`src/rtl/pipe_hazard_ctrl_pkg.sv`:
```
`default_nettype none
// ============================================================================
// pipe_hazard_ctrl_pkg
// Shared FSM state encoding and default data-RAM latency for the controller.
// Revision: 1.0
// ============================================================================
package pipe_hazard_ctrl_pkg;

   typedef enum logic [0:0] {
      RUN      = 1'b0,
      MEM_WAIT = 1'b1
   } state_t;

   localparam int C_RAM_LAT_DEFAULT = 3;
   localparam int C_STALL_W         = 16;

endpackage : pipe_hazard_ctrl_pkg
`default_nettype wire

```
`src/rtl/pipe_hazard_ctrl_if.sv`:
```
`default_nettype none
// ============================================================================
// pipe_hazard_ctrl_if
// Pipeline-to-hazard-controller signal bundle: ID/EX status in, enables out.
// Revision: 1.0
// ============================================================================
interface pipe_hazard_ctrl_if #(
   parameter int REG_ADDR_W = 3
);
   logic [REG_ADDR_W-1:0] id_rs1;
   logic [REG_ADDR_W-1:0] id_rs2;
   logic                  id_rs1_used;
   logic                  id_rs2_used;
   logic [REG_ADDR_W-1:0] ex_rd;
   logic                  ex_is_load;
   logic                  ex_mem_req;
   logic                  branch_taken;
   logic                  pc_en;
   logic                  if_id_en;
   logic                  id_ex_en;
   logic                  exe_mem_wb_en;
   logic                  if_id_flush;
   logic                  id_ex_flush;
   logic [15:0]           stall_cycles;

   // Pipeline side
   modport master (
      output id_rs1, id_rs2, id_rs1_used, id_rs2_used,
      output ex_rd, ex_is_load, ex_mem_req, branch_taken,
      input  pc_en, if_id_en, id_ex_en, exe_mem_wb_en,
      input  if_id_flush, id_ex_flush, stall_cycles
   );

   // Controller side
   modport slave (
      input  id_rs1, id_rs2, id_rs1_used, id_rs2_used,
      input  ex_rd, ex_is_load, ex_mem_req, branch_taken,
      output pc_en, if_id_en, id_ex_en, exe_mem_wb_en,
      output if_id_flush, id_ex_flush, stall_cycles
   );
endinterface : pipe_hazard_ctrl_if
`default_nettype wire

```
`src/rtl/pipe_hazard_ctrl_load_use_detect.sv`:
```
`default_nettype none
// ============================================================================
// load_use_detect
// Combinational load-use hazard detector: an ID source reads the EX load dest.
// Revision: 1.0
// ============================================================================
module load_use_detect #(
   parameter int REG_ADDR_W = 3
) (
   input  wire logic [REG_ADDR_W-1:0] i_id_rs1,
   input  wire logic [REG_ADDR_W-1:0] i_id_rs2,
   input  wire logic                  i_id_rs1_used,
   input  wire logic                  i_id_rs2_used,
   input  wire logic [REG_ADDR_W-1:0] i_ex_rd,
   input  wire logic                  i_ex_is_load,
   output logic                       o_hit
);
   logic w_rs1_match;
   logic w_rs2_match;

   assign w_rs1_match = i_id_rs1_used && (i_id_rs1 == i_ex_rd);
   assign w_rs2_match = i_id_rs2_used && (i_id_rs2 == i_ex_rd);

   // Register 0 is hardwired, so a load targeting it never creates a hazard
   assign o_hit = i_ex_is_load && (i_ex_rd != '0) && (w_rs1_match || w_rs2_match);

endmodule : load_use_detect
`default_nettype wire

```
`src/rtl/pipe_hazard_ctrl.sv`:
```
`default_nettype none
// ============================================================================
// pipe_hazard_ctrl
// Pipeline hazard controller: RAM-latency freeze, branch flush, load-use stall.
// Revision: 1.0
// ============================================================================
module pipe_hazard_ctrl
   import pipe_hazard_ctrl_pkg::*;
#(
   parameter int RAM_LAT    = C_RAM_LAT_DEFAULT,
   parameter int REG_ADDR_W = 3
) (
   input  wire logic        clk,
   input  wire logic        reset,
   pipe_hazard_ctrl_if.slave hz
);
   localparam bit         C_FREEZE_EN = (RAM_LAT > 1);
   localparam logic [3:0] C_WAIT_LOAD = 4'((RAM_LAT > 2) ? (RAM_LAT - 2) : 0);

   state_t      state_q, state_d;
   logic [3:0]  wait_cnt_q, wait_cnt_d;
   logic        served_q, served_d;
   logic [15:0] stall_q, stall_d;

   logic w_hit;
   logic w_pc_en, w_if_id_en, w_id_ex_en, w_exe_mem_wb_en;
   logic w_if_id_flush, w_id_ex_flush;

   load_use_detect #(
      .REG_ADDR_W (REG_ADDR_W)
   ) u_load_use_detect (
      .i_id_rs1      (hz.id_rs1),
      .i_id_rs2      (hz.id_rs2),
      .i_id_rs1_used (hz.id_rs1_used),
      .i_id_rs2_used (hz.id_rs2_used),
      .i_ex_rd       (hz.ex_rd),
      .i_ex_is_load  (hz.ex_is_load),
      .o_hit         (w_hit)
   );

   always_comb begin
      state_d         = state_q;
      wait_cnt_d      = wait_cnt_q;
      served_d        = served_q;
      w_pc_en         = 1'b1;
      w_if_id_en      = 1'b1;
      w_id_ex_en      = 1'b1;
      w_exe_mem_wb_en = 1'b1;
      w_if_id_flush   = 1'b0;
      w_id_ex_flush   = 1'b0;

      case (state_q)
         RUN: begin
            served_d = 1'b0;
            if (C_FREEZE_EN && hz.ex_mem_req && !served_q) begin
               w_pc_en         = 1'b0;
               w_if_id_en      = 1'b0;
               w_id_ex_en      = 1'b0;
               w_exe_mem_wb_en = 1'b0;
               // With a two-cycle RAM the freeze cycle alone covers the wait
               if (C_WAIT_LOAD == 4'd0) begin
                  served_d = 1'b1;
               end else begin
                  state_d    = MEM_WAIT;
                  wait_cnt_d = C_WAIT_LOAD;
               end
            end else if (hz.branch_taken) begin
               w_if_id_flush = 1'b1;
               w_id_ex_flush = 1'b1;
            end else if (w_hit) begin
               w_pc_en       = 1'b0;
               w_if_id_en    = 1'b0;
               w_id_ex_flush = 1'b1;
            end
         end
         MEM_WAIT: begin
            w_pc_en         = 1'b0;
            w_if_id_en      = 1'b0;
            w_id_ex_en      = 1'b0;
            w_exe_mem_wb_en = 1'b0;
            wait_cnt_d      = wait_cnt_q - 4'd1;
            if (wait_cnt_q <= 4'd1) begin
               state_d    = RUN;
               wait_cnt_d = 4'd0;
               served_d   = 1'b1;
            end
         end
         default: begin
            state_d    = RUN;
            wait_cnt_d = 4'd0;
            served_d   = 1'b0;
         end
      endcase

      if (reset) begin
         w_pc_en         = 1'b0;
         w_if_id_en      = 1'b0;
         w_id_ex_en      = 1'b0;
         w_exe_mem_wb_en = 1'b0;
         w_if_id_flush   = 1'b0;
         w_id_ex_flush   = 1'b0;
      end

      stall_d = stall_q;
      if (!w_pc_en && (stall_q != 16'hFFFF)) begin
         stall_d = stall_q + 16'd1;
      end
   end

   always_ff @(posedge clk) begin
      if (reset) begin
         state_q    <= RUN;
         wait_cnt_q <= 4'd0;
         served_q   <= 1'b0;
         stall_q    <= 16'd0;
      end else begin
         state_q    <= state_d;
         wait_cnt_q <= wait_cnt_d;
         served_q   <= served_d;
         stall_q    <= stall_d;
      end
   end

   assign hz.pc_en         = w_pc_en;
   assign hz.if_id_en      = w_if_id_en;
   assign hz.id_ex_en      = w_id_ex_en;
   assign hz.exe_mem_wb_en = w_exe_mem_wb_en;
   assign hz.if_id_flush   = w_if_id_flush;
   assign hz.id_ex_flush   = w_id_ex_flush;
   assign hz.stall_cycles  = stall_q;

endmodule : pipe_hazard_ctrl
`default_nettype wire

```
`src/flat_wrapper.sv`:
```
// flat-port wrapper written by rule: the top's interface ports become plain ports
module pipe_hazard_ctrl_flat import pipe_hazard_ctrl_pkg::*;
#(
   parameter int RAM_LAT    = C_RAM_LAT_DEFAULT,
   parameter int REG_ADDR_W = 3
)
  (clk, reset, hz_id_rs1, hz_id_rs2, hz_id_rs1_used, hz_id_rs2_used, hz_ex_rd, hz_ex_is_load, hz_ex_mem_req, hz_branch_taken, hz_pc_en, hz_if_id_en, hz_id_ex_en, hz_exe_mem_wb_en, hz_if_id_flush, hz_id_ex_flush, hz_stall_cycles);
  pipe_hazard_ctrl_if #(.REG_ADDR_W(REG_ADDR_W)) hz_i ();
  input  wire logic clk;
  input  wire logic reset;
  input wire logic [$bits(hz_i.id_rs1)-1:0] hz_id_rs1;
  input wire logic [$bits(hz_i.id_rs2)-1:0] hz_id_rs2;
  input wire logic [$bits(hz_i.id_rs1_used)-1:0] hz_id_rs1_used;
  input wire logic [$bits(hz_i.id_rs2_used)-1:0] hz_id_rs2_used;
  input wire logic [$bits(hz_i.ex_rd)-1:0] hz_ex_rd;
  input wire logic [$bits(hz_i.ex_is_load)-1:0] hz_ex_is_load;
  input wire logic [$bits(hz_i.ex_mem_req)-1:0] hz_ex_mem_req;
  input wire logic [$bits(hz_i.branch_taken)-1:0] hz_branch_taken;
  output wire logic [$bits(hz_i.pc_en)-1:0] hz_pc_en;
  output wire logic [$bits(hz_i.if_id_en)-1:0] hz_if_id_en;
  output wire logic [$bits(hz_i.id_ex_en)-1:0] hz_id_ex_en;
  output wire logic [$bits(hz_i.exe_mem_wb_en)-1:0] hz_exe_mem_wb_en;
  output wire logic [$bits(hz_i.if_id_flush)-1:0] hz_if_id_flush;
  output wire logic [$bits(hz_i.id_ex_flush)-1:0] hz_id_ex_flush;
  output wire logic [$bits(hz_i.stall_cycles)-1:0] hz_stall_cycles;
  assign hz_i.id_rs1 = hz_id_rs1;
  assign hz_i.id_rs2 = hz_id_rs2;
  assign hz_i.id_rs1_used = hz_id_rs1_used;
  assign hz_i.id_rs2_used = hz_id_rs2_used;
  assign hz_i.ex_rd = hz_ex_rd;
  assign hz_i.ex_is_load = hz_ex_is_load;
  assign hz_i.ex_mem_req = hz_ex_mem_req;
  assign hz_i.branch_taken = hz_branch_taken;
  assign hz_pc_en = hz_i.pc_en;
  assign hz_if_id_en = hz_i.if_id_en;
  assign hz_id_ex_en = hz_i.id_ex_en;
  assign hz_exe_mem_wb_en = hz_i.exe_mem_wb_en;
  assign hz_if_id_flush = hz_i.if_id_flush;
  assign hz_id_ex_flush = hz_i.id_ex_flush;
  assign hz_stall_cycles = hz_i.stall_cycles;
  pipe_hazard_ctrl #(.RAM_LAT(RAM_LAT), .REG_ADDR_W(REG_ADDR_W)) u_core (.clk(clk), .reset(reset), .hz(hz_i));
endmodule
```
`config.mk`:
```
export PLATFORM = sky130hd
export DESIGN_NAME = pipe_hazard_ctrl_flat
export DESIGN_NICKNAME = d
export VERILOG_FILES = /design/src/rtl/pipe_hazard_ctrl_pkg.sv /design/src/rtl/pipe_hazard_ctrl_if.sv /design/src/rtl/pipe_hazard_ctrl_load_use_detect.sv /design/src/rtl/pipe_hazard_ctrl.sv /design/src/flat_wrapper.sv
export SDC_FILE = /design/constraint.sdc
export NUM_CORES = 1
export LEC_CHECK = 0
export CORE_ASPECT_RATIO = 0.6
export CORE_MARGIN = 10
export CORE_UTILIZATION = 49
export CTS_BUF_LIST = sky130_fd_sc_hd__clkbuf_4 sky130_fd_sc_hd__clkbuf_8 sky130_fd_sc_hd__clkbuf_16
export DETAILED_ROUTE_END_ITERATION = 10
export PLACE_DENSITY = 0.87
export REMOVE_ABC_BUFFERS = 1
export SETUP_SLACK_MARGIN = 0.02
export SLEW_MARGIN = 5
export SYNTH_ARGS = -nofsm -noshare
export SYNTH_HDL_FRONTEND = slang
export SYNTH_SLANG_ARGS = --single-unit
export TNS_END_PERCENT = 20
```
`constraint.sdc`:
```
create_clock -name clk -period 4 [get_ports clk]
set_input_delay 1.2 -clock clk [delete_from_list [all_inputs] [get_ports clk]]
set_output_delay 1.2 -clock clk [all_outputs]
set_load 0.005 [all_outputs]
```
==> results by group <==
Cells and area
  • ANT cells: 0
  • Sequential Area: 440 µm²
  • Finished Cell Area: 1950 µm²
  • Most common cell after layout, fill and taps aside: buf_4
  • Area Growth Syn to Fin: 56.5%
  • Fill count: 142
  • Utilization after layout: 78.8%
  • Area of the multi-input gates: 785 µm²
  • Most frequent cells in the layout: buf_4 (27), clkdlybuf4s50_1 (25), dfxtp_1 (22)
  • Share of post-route cells with drive strength above 1: 24.2%
  • Nets: 231
  • Fin cells: 243

Flow run
  • Maxcap violations: 0

Power and ir drop
  • PwrDens: 296 nW/µm²
  • Cell leakage power: 0.789 nW
  • Peak VDD IR: 0.000175 V

Clocking
  • H-tree Lvls: 1
  • Root buf cell: clkbuf_8
  • Max Root-Sink Buffers: 2
  • Clk Latency, worst-skew pair: 0.27 ns
  • Inserted Clock Buffers: 3
  • Clock Sinks: 22
  • Reg clk slew, reported paths: 0.09 ns
  • TritonCTS clock tree: built

STA
  • Fmax: 256 MHz
  • Slew @ Worst Pin: 0.692 ns
  • Setup violations, final: 0
  • RSZ-0062 raised after global routing: no
  • Final Hold Violating Endpoints: 0
  • Setup_tns: 0 ns
  • Final Max Tran Viols: 0
  • Fin crit period: 3.90 ns
  • Worst Clk Skew: 0.00310 ns
  • Final worst-path cycle share: 97.5%
  • Slew margin rel.: 53.5%

Worst setup path
  • CP max stage delay: 0.40 ns
  • Setup slack, reg-to-reg: 1.47 ns
  • Worst-path maximum fanout: 5
  • CP max stage cell: or3_4
  • Crit path cell chain: dlygate4sd2_1 -> xnor2_1 -> nand4_1 -> buf_4 -> buf_4 -> buf_4 -> buf_4 -> buf_4 -> buf_4 -> buf_4 -> buf_4 -> buf_4 -> buf_4 -> a211oi_4 -> nor2_4 -> or3_4 -> a21oi_2
  • Critical path's top delay family: buffers and inverters
  • CP arrival: 4.10 ns
  • CP Launch Type: input pin
  • Critical path buffer and inverter count: 11
  • Crit-path most repeated cell: buf_4
  • Worst setup EP type: register
  • CP Data Required Time: 4.20 ns
  • Critical path class: input pin to register

Die
  • DIE HEIGHT: 59.0 µm
  • CORE AREA: 2470 µm²
  • Initial Utilization: 50.4%
  • Row Count: 14
  • Die Footprint: 5020 µm²
  • Io pins: 38
  • Die Span X: 85.0 µm

Status
  • Status: complete, no violations

Yosys
  • Ys async rst share: 0%
  • Largest family of logic cells by synthesized area: simple AND/OR/NAND/NOR gates
  • Post-synth top flop: dfxtp_1
  • Syn Std Cell Area: 1240 µm²
  • Synth Area in Compound Gates: 16.0%
  • Mux contribution to synthesized area: 3.82%
  • Synth Area in XOR/XNOR: 6.34%
  • Post-synthesis cell type count: 40
  • Mapped Avg Cell Area: 8.40 µm²
  • Number of synthesized flops with an enable pin: 0
  • Simple-gate area share of the yosys netlist: 30.6%
  • #FFs+latches synth: 22
  • Cells after synthesis: 148
  • Yosys warnings: 0
  • Synth Area in Adders: 3.02%
  • Register area share after synthesis: 35.4%

GRT
  • Vias in the first global route: 1425
  • First-pass GRT wire length: 6610 µm
  • Initial antenna violation count: 0
  • GR Overflow Total: 0
  • Maximum number of pins on one net before global-route repair: 24
  • Total track usage: 16.1%

Placement
  • IO Port Bufs: 37
  • Dpl cells: 218
  • Post-place instance area: 1670 µm²
  • HPWL after DPL: 2750 µm
  • Routability cong.: 0.779

Detailed routing
  • Routed vias: 1443
  • DR DRC count: 0
  • Wire length per cell: 18.5 µm
  • Iteration-0 DRC Markers: 95
  • Vias per Instance: 5.94
  • DRT Pass-1 Iters: 4
  • Final wirelength: 4500 µm
  • Final ANT Viol Nets: 0

Hold path
  • Hold WC Path Type: register to register
tightest hold or removal path, stage by stage (launching register included):
cell and delay [ns]:
dfxtp_1 0.33, nand2_1 0.05, o21ai_0 0.07
sequential cells by signal, summed over array words and instances, names as in the netlist:
| signal | flops |
|---|---|
| u_core.wait_cnt_q | 4 |
| u_core.served_q | 1 |
| u_core.hz.stall_cycles | 16 |
| u_core.state_q | 1 |
cell type report:
class / instances / share of cell area [%]
well taps: 32 / 2.06
clock inverters: 1 / 1.54
inverters: 6 / 1.16
repair buffers: 64 / 30.2
clock buffers: 3 / 2.12
flip-flops and latches: 22 / 22.6
multi-input cells: 115 / 40.3
metrics by stage:
stage | hold slack (ns) | worst slack (ns) | power (mW)
detailed placement | 0.478 | -0.110 | 0.348
global route | 0.515 | 0.00454 | 0.594
finish | 0.501 | 0.101 | 0.575
global placement | 0.457 | -0.0457 | 0.342
floorplan | 0.448 | 0.725 | 0.289
CTS | 0.491 | 0.0627 | 0.568
kinds of logic after synthesis:
group	count (synthesis)
AO/OA/AOI/OAI	33
XOR/XNOR	9
adder cells (fa/ha/maj)	3
buffers and inverters	12
flip-flops	22
multiplexers	4
AND/OR/NAND/NOR	65
repair_timing:
| item | in CTS | in global routing |
|---|---|---|
| gates cloned | 0 | 1 |
| resized for setup | 6 | 14 |
| pin swaps | 3 | 10 |
| hold buffers | 0 | 0 |
| buffers inserted | 18 | 2 |
| setup endpoints to repair | 3 | 14 |
Yosys cell counts (all sizes together) (2+ instances only):
library cell / n / area, µm²
ha: 3 / 37.5
inv: 6 / 22.5
nor4: 2 / 27.5
buf: 4 / 30.0
o31ai: 4 / 35.0
or4: 3 / 22.5
or3: 8 / 50.1
nand2: 6 / 22.5
nand4: 8 / 56.3
nor3: 7 / 50.1
xor2: 2 / 17.5
a211oi: 2 / 20.0
nor2: 19 / 78.8
clkbuf: 2 / 7.51
a21oi: 13 / 68.8
xnor2: 7 / 61.3
nand3: 5 / 25.0
nor2b: 3 / 18.8
o21ai: 12 / 60.1
mux2: 3 / 37.5
dfxtp: 22 / 440
metal layers:
| metal | track usage, % | part of all wire, % | up-vias |
|---|---|---|---|
| met5 | 0 | 0 | - |
| met4 | 8.64 | 4.8 | 0 |
| met3 | 6.18 | 10 | 25 |
| met2 | 28.2 | 48 | 94 |
| met1 | 16.7 | 37 | 669 |
| li1 | - | - | 655 |
where the power goes:
group	switching, mW	total [mW]	internal (mW)
Clock	0.0797	0.214	0.134
Sequential	0.0135	0.242	0.228
Combinational	0.0557	0.120	0.0643
final timing paths:
path,from,endpoint,depth (start not counted)
setup / recovery,hz_ex_rd[0],u_core.hz.stall_cycles[5],17
hold reg to reg,u_core.wait_cnt_q[1],u_core.wait_cnt_q[1],2
hold / removal,u_core.wait_cnt_q[1],u_core.wait_cnt_q[1],2
setup reg to reg,u_core.hz.stall_cycles[0],u_core.hz.stall_cycles[2],7
(Power assumes the default switching activity.)
